$ cat config.mk
export PLATFORM = sky130hd
export DESIGN_NAME = mem_port_arbiter
export DESIGN_NICKNAME = d
export VERILOG_FILES = /design/src/rtl/mem_port_arbiter.sv
export SDC_FILE = /design/constraint.sdc
export NUM_CORES = 1
export LEC_CHECK = 0
export CORE_ASPECT_RATIO = 0.6
export CORE_MARGIN = 3
export CORE_UTILIZATION = 40
export CTS_CLUSTER_DIAMETER = 150
export DETAILED_ROUTE_END_ITERATION = 7
export PLACE_DENSITY = 0.93
export SLEW_MARGIN = 15
export SYNTH_ARGS = -nofsm -noshare
export SYNTH_HDL_FRONTEND = slang
export SYNTH_SLANG_ARGS = --single-unit
export TNS_END_PERCENT = 20
$ cat constraint.sdc
create_clock -name clk -period 2.2 [get_ports clk]
set_input_delay 0.44 -clock clk [delete_from_list [all_inputs] [get_ports clk]]
set_output_delay 0.44 -clock clk [all_outputs]
set_load 0.005 [all_outputs]
$ cat src/rtl/mem_port_arbiter.sv
// Arbitrates one single-port memory between instruction fetch and the load/store unit.
// Optional stall performance counters are enabled with `define ARB_PERF_CNT_EN.
module mem_port_arbiter #(
    parameter int unsigned ADDR_WIDTH   = 32,
    parameter int unsigned WORD_WIDTH   = 32,
    parameter int unsigned STARVE_LIMIT = 4
) (
    input  logic                    clk,
    input  logic                    rst,
    input  logic                    if_req,
    input  logic [ADDR_WIDTH-1:0]   if_addr,
    input  logic                    if_flush,
    output logic                    if_rvalid,
    output logic [WORD_WIDTH-1:0]   if_rdata,
    output logic                    if_stall,
    input  logic                    dm_req,
    input  logic                    dm_we,
    input  logic [ADDR_WIDTH-1:0]   dm_addr,
    input  logic [WORD_WIDTH-1:0]   dm_wdata,
    input  logic [WORD_WIDTH/8-1:0] dm_be,
    output logic                    dm_done,
    output logic [WORD_WIDTH-1:0]   dm_rdata,
    output logic                    dm_stall,
    output logic                    mem_req,
    output logic                    mem_we,
    output logic [ADDR_WIDTH-1:0]   mem_addr,
    output logic [WORD_WIDTH-1:0]   mem_wdata,
    output logic [WORD_WIDTH/8-1:0] mem_be,
    input  logic                    mem_ack,
    input  logic [WORD_WIDTH-1:0]   mem_rdata,
    output logic [31:0]             perf_if_stall_cnt,
    output logic [31:0]             perf_dm_stall_cnt
);

    typedef enum logic [1:0] {IDLE, IF_XFER, DM_XFER} state_t;

    localparam logic [3:0] LIMIT = 4'(STARVE_LIMIT);

    state_t     state, state_next;
    logic [3:0] starve_cnt;
    logic       kill;
    logic       grant_if, grant_dm;

    assign if_stall = if_req & ~if_rvalid;
    assign dm_stall = dm_req & ~dm_done;

    always_ff @(posedge clk or negedge rst) begin
        if (!rst) state <= IDLE;
        else      state <= state_next;
    end

    always_comb begin
        state_next = state;
        grant_if   = 1'b0;
        grant_dm   = 1'b0;
        case (state)
            IDLE: begin
                // DM has priority unless a pending fetch has waited out LIMIT grants
                if (dm_req && !(if_req && starve_cnt >= LIMIT)) begin
                    grant_dm   = 1'b1;
                    state_next = DM_XFER;
                end else if (if_req) begin
                    grant_if   = 1'b1;
                    state_next = IF_XFER;
                end
            end
            IF_XFER, DM_XFER: if (mem_ack) state_next = IDLE;
            default: state_next = IDLE;
        endcase
    end

    always_ff @(posedge clk or negedge rst) begin
        if (!rst) begin
            mem_req   <= 1'b0;
            mem_we    <= 1'b0;
            mem_addr  <= '0;
            mem_wdata <= '0;
            mem_be    <= '0;
        end else if (grant_dm) begin
            mem_req   <= 1'b1;
            mem_we    <= dm_we;
            mem_addr  <= dm_addr;
            mem_wdata <= dm_wdata;
            mem_be    <= dm_be;
        end else if (grant_if) begin
            mem_req   <= 1'b1;
            mem_we    <= 1'b0;
            mem_addr  <= if_addr;
            mem_wdata <= '0;
            mem_be    <= '1;
        end else if (state != IDLE && mem_ack) begin
            mem_req   <= 1'b0;
            mem_we    <= 1'b0;
        end
    end

    always_ff @(posedge clk or negedge rst) begin
        if (!rst) begin
            if_rvalid <= 1'b0;
            if_rdata  <= '0;
            dm_done   <= 1'b0;
            dm_rdata  <= '0;
        end else begin
            if_rvalid <= 1'b0;
            dm_done   <= 1'b0;
            // a flush arriving in the ack cycle itself must also drop the data
            if (state == IF_XFER && mem_ack && !(kill || if_flush)) begin
                if_rvalid <= 1'b1;
                if_rdata  <= mem_rdata;
            end
            if (state == DM_XFER && mem_ack) begin
                dm_done <= 1'b1;
                if (!mem_we) dm_rdata <= mem_rdata;
            end
        end
    end

    always_ff @(posedge clk or negedge rst) begin
        if (!rst) begin
            kill <= 1'b0;
        end else if (state == IDLE) begin
            kill <= grant_if & if_flush;
        end else if (state == IF_XFER) begin
            kill <= mem_ack ? 1'b0 : (kill | if_flush);
        end
    end

    always_ff @(posedge clk or negedge rst) begin
        if (!rst) begin
            starve_cnt <= '0;
        end else if (grant_dm && if_req) begin
            if (starve_cnt != 4'hF) starve_cnt <= starve_cnt + 4'd1;
        end else if (grant_if || (state == IDLE && !if_req)) begin
            starve_cnt <= '0;
        end
    end

`ifdef ARB_PERF_CNT_EN
    always_ff @(posedge clk or negedge rst) begin
        if (!rst) begin
            perf_if_stall_cnt <= '0;
            perf_dm_stall_cnt <= '0;
        end else begin
            if (if_stall) perf_if_stall_cnt <= perf_if_stall_cnt + 32'd1;
            if (dm_stall) perf_dm_stall_cnt <= perf_dm_stall_cnt + 32'd1;
        end
    end
`else
    assign perf_if_stall_cnt = '0;
    assign perf_dm_stall_cnt = '0;
`endif

endmodule

# Word level (Yosys, flattened, before mapping)
# Cells that the tools add are included.
[word_totals]
register_bits = 143
in_bits = 139
[classes]
n_addsub = 1
n_reduce_logical = 23
n_lt_le_gt_ge = 1
eq_ne = 6
n_mux = 28
n_bitwise = 7
[op_table]
columns = ["operator", "count"]
rows = [
  ["32-bit 2-to-1 mux", 4],
  ["4-bit 2-to-1 mux", 5],
  ["1-bit 2-to-1 mux", 15],
  ["1-bit logical AND", 8],
  ["2-bit nonzero test", 4],
  ["2-bit 2-to-1 mux", 3],
  ["2-bit AND reduction", 3],
  ["4-bit by 1-bit adder with 4-bit output (second input constant)", 1],
  ["4-bit by 3-bit >= comparator with 1-bit output (second input constant)", 1],
  ["4-bit inequality test (second input constant)", 1],
  ["2-bit one-hot mux with 2 select lines", 1],
  ["1-bit AND", 3],
  ["1-bit zero test", 3],
  ["3-bit inequality test (second input constant)", 1],
  ["1-bit inverter", 3],
  ["3-bit nonzero test", 1],
  ["2-bit by 1-bit == test with 1-bit output (second input constant)", 1],
  ["2-bit == test (second input constant)", 1],
  ["2-bit zero test", 1],
  ["1-bit logical OR", 2],
  ["2-bit by 1-bit inequality test with 1-bit output (second input constant)", 1],
  ["2-bit inequality test (second input constant)", 1],
  ["2-bit OR reduction", 1],
  ["1-bit bitwise OR", 1],
]

# Depth between registers and ports, before layout
[depth]
ltp_word = 9
ltp_mapped = 8

# Worst setup path before layout
# Ideal clock, no wire load.
[synth_timing]
path_kind = "register to register"
from = "reg state[1]"
to = "reg if_rdata[0]"
arrival_time_ns = 1.510
t_required_ns = 2.075
path_buffers = 1
setup_time_ns = 0.125
slack_ns = 0.565
stages_incl_launch_ff = 7
period_less_slack_ns = 1.635
cell_sequence = "dfrtp_1 inv_1 ha_1 nand2_1 nor3_2 buf_4 mux2_2"
[synth_between]
elab_chain_len = 3
[synth_rtl]
columns = ["item", "line", "source"]
rows = [
  ["start, declared", "39", "state_t state, state_next;"],
  ["start signal, assigned", "49", "else state <= state_next;"],
  ["2-bit by 1-bit == test with 1-bit output", "107", "if (state == IF_XFER && mem_ack && !(kill || if_flush)) begin"],
  ["1-bit logical AND (2 in a row)", "107", ""],
  ["end signal, assigned", "109", "if_rdata <= mem_rdata;"],
  ["end, declared", "14", "output logic [WORD_WIDTH-1:0] if_rdata,"],
]
# No other way between the ends.
# A chain may end at the register's enable or synchronous reset.

# Worst setup path after layout
[layout_timing]
from = "in dm_req"
to = "out dm_stall"
[layout_between]
elab_chain_len = 1
[layout_rtl]
columns = ["item", "line", "source"]
rows = [
  ["start, declared", "16", "input logic dm_req,"],
  ["1-bit AND", "45", "assign dm_stall = dm_req & ~dm_done;"],
  ["end, declared", "23", "output logic dm_stall,"],
]
# No other way between the ends.

==> flow_summary.ini <==
[timing]
timing_max_transition_violations_final = 0
post-route-period-util = 0.933
fmax_ghz = 0.487
timing.final.hold_violations = 0
grt_setup_unrepaired = false
timing.clock.skew_ns = 0.0139
min_period_ns = 2.05
setup_total_negative_slack_ns = 0
final-setup-viol-count = 0

[floorplan]
start_util = 0.413
fp.coreArea_mm2 = 0.0155
die_y_um = 104
ios = 341
placementRows = 35
die_outline_area_mm2 = 0.0176
die_width_um = 169

[clock_tree]
cts.repair_timing.setup_buffer_count = 0
cts_htree_levels = 4
cts_buffer_depth = 2
numClockSinks = 143
clk_latency_ns = 0.41
path_clk_slew_ns = 0.07
cts-buffers-inserted = 17
clock_tree_from_tritoncts = done
clock-root-buffer = sky130_fd_sc_hd__clkbuf_16

[synth]
synth_most_common_cell = sky130_fd_sc_hd__dfrtp_1
synth.yosys.warnings = 0
synth_top_cell_area_share = 0.559
async_reset_ff_frac = 1.00
yosys_most_used_dff = sky130_fd_sc_hd__dfrtp_1
ys_ff_latch = 143
post_synth_instance_area_mm2 = 0.00640
top_post_synthesis_cells_by_count = sky130_fd_sc_hd__dfrtp_1, sky130_fd_sc_hd__buf_4, sky130_fd_sc_hd__mux2_2, sky130_fd_sc_hd__o211ai_1, sky130_fd_sc_hd__nand2_1
post_synth.cell_area_avg_um2 = 12.5
synth_top_area_cell = sky130_fd_sc_hd__dfrtp_1
synth_sequential_area_ratio = 0.559
post_synth_inst_count = 512
post_synth_main_area_contributors = sky130_fd_sc_hd__dfrtp_1, sky130_fd_sc_hd__mux2_2, sky130_fd_sc_hd__buf_4, sky130_fd_sc_hd__o211ai_1, sky130_fd_sc_hd__a22o_1
yosys.cell_types.count = 36
synth_edf_count = 0

[run]
cap_violations = 0

[drt]
detail_route.wl_per_cell_um = 18.2
drt_first_iter_violations = 192
final_antenna_net_count = 0
drt-total-wl_mm = 18.4
drt-vias-per-instance = 4.85
dr.pass1.iters = 4
vias = 4884
drc = 0

[worst_setup_path]
rrSetupSlack_ns = 0.33
critical_path_at_ns = 1.61
critPathMaxFanout = 3
start_kind = input port
cp-end-kind = output pin
cp.required_ns = 1.76
critPathKind = input port to output pin

[pwr]
power.ir.vdd_worst_uv = 683
power.density_cell_area_mw_per_mm2 = 1340
total_leakage_power_nw = 4.36
finalPower_mw = 13.2

[grt]
first_global_vias = 5162
first_pass_grt_wire_length_mm = 28.8
global_route.overflow_total = 0
maximum_number_of_pins_on_one_net_before_global_route_repair = 66
grt_antenna_before_repair = 0
global_route.usage.total = 0.206

[finish]
post_route_cells_drive_above_1_share = 0.168
stdcell_area_mm2 = 0.00984
finalNetCount = 935
diodes = 0
layout-area-overhead-vs-synth_pct = 53.7

[hold_path]
min_path_type = input port to asynchronous set/reset pin

[placed_design]
dpl_cell_area_mm2 = 0.00923
placement.io_buffers = 276
place_congestion = 0.793
hpwl_mm = 13.4

[outcome]
status = complete, no violations
==> metrics by stage <==
stage,setup WS [ns],hold slack [ns],std cells,utilization
CTS,0.00938,0.475,1007,0.635
global placement,0.0648,0.350,974,0.596
floorplan,0.565,0.144,575,-
global route,0.113,0.507,1007,0.635
finish,0.147,0.479,1007,0.635
detailed placement,0.00651,0.354,974,0.596
==> layout make-up <==
cell class	instances	area (µm²)
Clock buffer	18	439
Fill cell	1175	5660
Inverter	36	135
Sequential cell	143	3580
Tap cell	203	254
Timing Repair Buffer	294	3000
Clock inverter	14	155
Multi-Input combinational cell	299	2270
==> layer usage <==
layer  track usage  routed length, µm  up-vias
met5             0                  0        -
met4        0.0385                123        0
met3        0.0820               1680        9
met2         0.347               9110      201
met1         0.251               7440     2438
li1              -                  -     2236
==> kinds of logic (layout without fill, tap and decap cells) <==
| group | Yosys count | in the layout | share of synthesized area |
|---|---|---|---|
| AOI/OAI and AO/OA | 113 | 113 | 0.154 |
| DFF | 143 | 143 | 0.559 |
| muxes | 65 | 65 | 0.114 |
| other | 1 | 64 | 0.000586 |
| adders and majority gates | 5 | 5 | 0.00978 |
| and+or+nand+nor | 52 | 52 | 0.0368 |
| buffers and inverters | 133 | 362 | 0.125 |
==> placed cells by master, fill, tap and decap left out, types with 2 or more instances in the layout <==
cell type                           n
sky130_fd_sc_hd__inv_1             36
sky130_fd_sc_hd__mux2_1             4
sky130_fd_sc_hd__a22o_1            33
sky130_fd_sc_hd__o21a_1             2
sky130_fd_sc_hd__nand2_1           38
sky130_fd_sc_hd__ha_1               5
sky130_fd_sc_hd__mux2_2            60
sky130_fd_sc_hd__o21ai_0            2
sky130_fd_sc_hd__conb_1            64
sky130_fd_sc_hd__bufinv_16          2
sky130_fd_sc_hd__buf_4              9
sky130_fd_sc_hd__o211ai_2          19
sky130_fd_sc_hd__o211ai_1          45
sky130_fd_sc_hd__buf_12             8
sky130_fd_sc_hd__clkinvlp_4         4
sky130_fd_sc_hd__clkinv_2           2
sky130_fd_sc_hd__inv_6              3
sky130_fd_sc_hd__o22a_1             4
sky130_fd_sc_hd__clkinv_4           2
sky130_fd_sc_hd__nor2b_1            4
sky130_fd_sc_hd__dfrtp_1          143
sky130_fd_sc_hd__clkbuf_16         17
sky130_fd_sc_hd__nand2b_1           3
sky130_fd_sc_hd__clkdlybuf4s50_1  274
==> flip-flops by register name, summed over array words and instances, names as in the netlist <==
signal      count
dm_done         1
if_rvalid       1
dm_rdata       32
mem_be          4
starve_cnt      4
mem_addr       32
mem_req         1
mem_wdata      32
state           2
if_rdata       32
kill            1
mem_we          1
==> final timing paths <==
check / startpoint / endpoint / cells past startpoint
min in group clk: if_rdata[30] / if_rdata[30] / 1
max: dm_req / dm_stall / 3
min reg2reg: if_rdata[30] / if_rdata[30] / 1
min: rst / mem_wdata[20] / 2
max reg2reg: state[0] / mem_wdata[14] / 7
max in group asynchronous: rst / mem_addr[17] / 3
==> critical path: stages <==
cell and delay (ns):
sky130_fd_sc_hd__clkdlybuf4s50_1 0.51, sky130_fd_sc_hd__nor2b_1 0.15, sky130_fd_sc_hd__clkdlybuf4s50_1 0.51
==> power breakdown <==
part	switching (mW)	internal [mW]
Combinational	2.16	3.56
Sequential	0.703	3.89
Clock	1.19	1.72
Total	4.05	9.17
==> repair_timing <==
item / CTS / global route
hold buffers: 1 / 0
endpoints found under the setup margin: 0 / 1
resized for setup: 0 / 1
endpoints found under the hold margin: 29 / 0
Note: power is estimated with default switching activity, not from simulation.
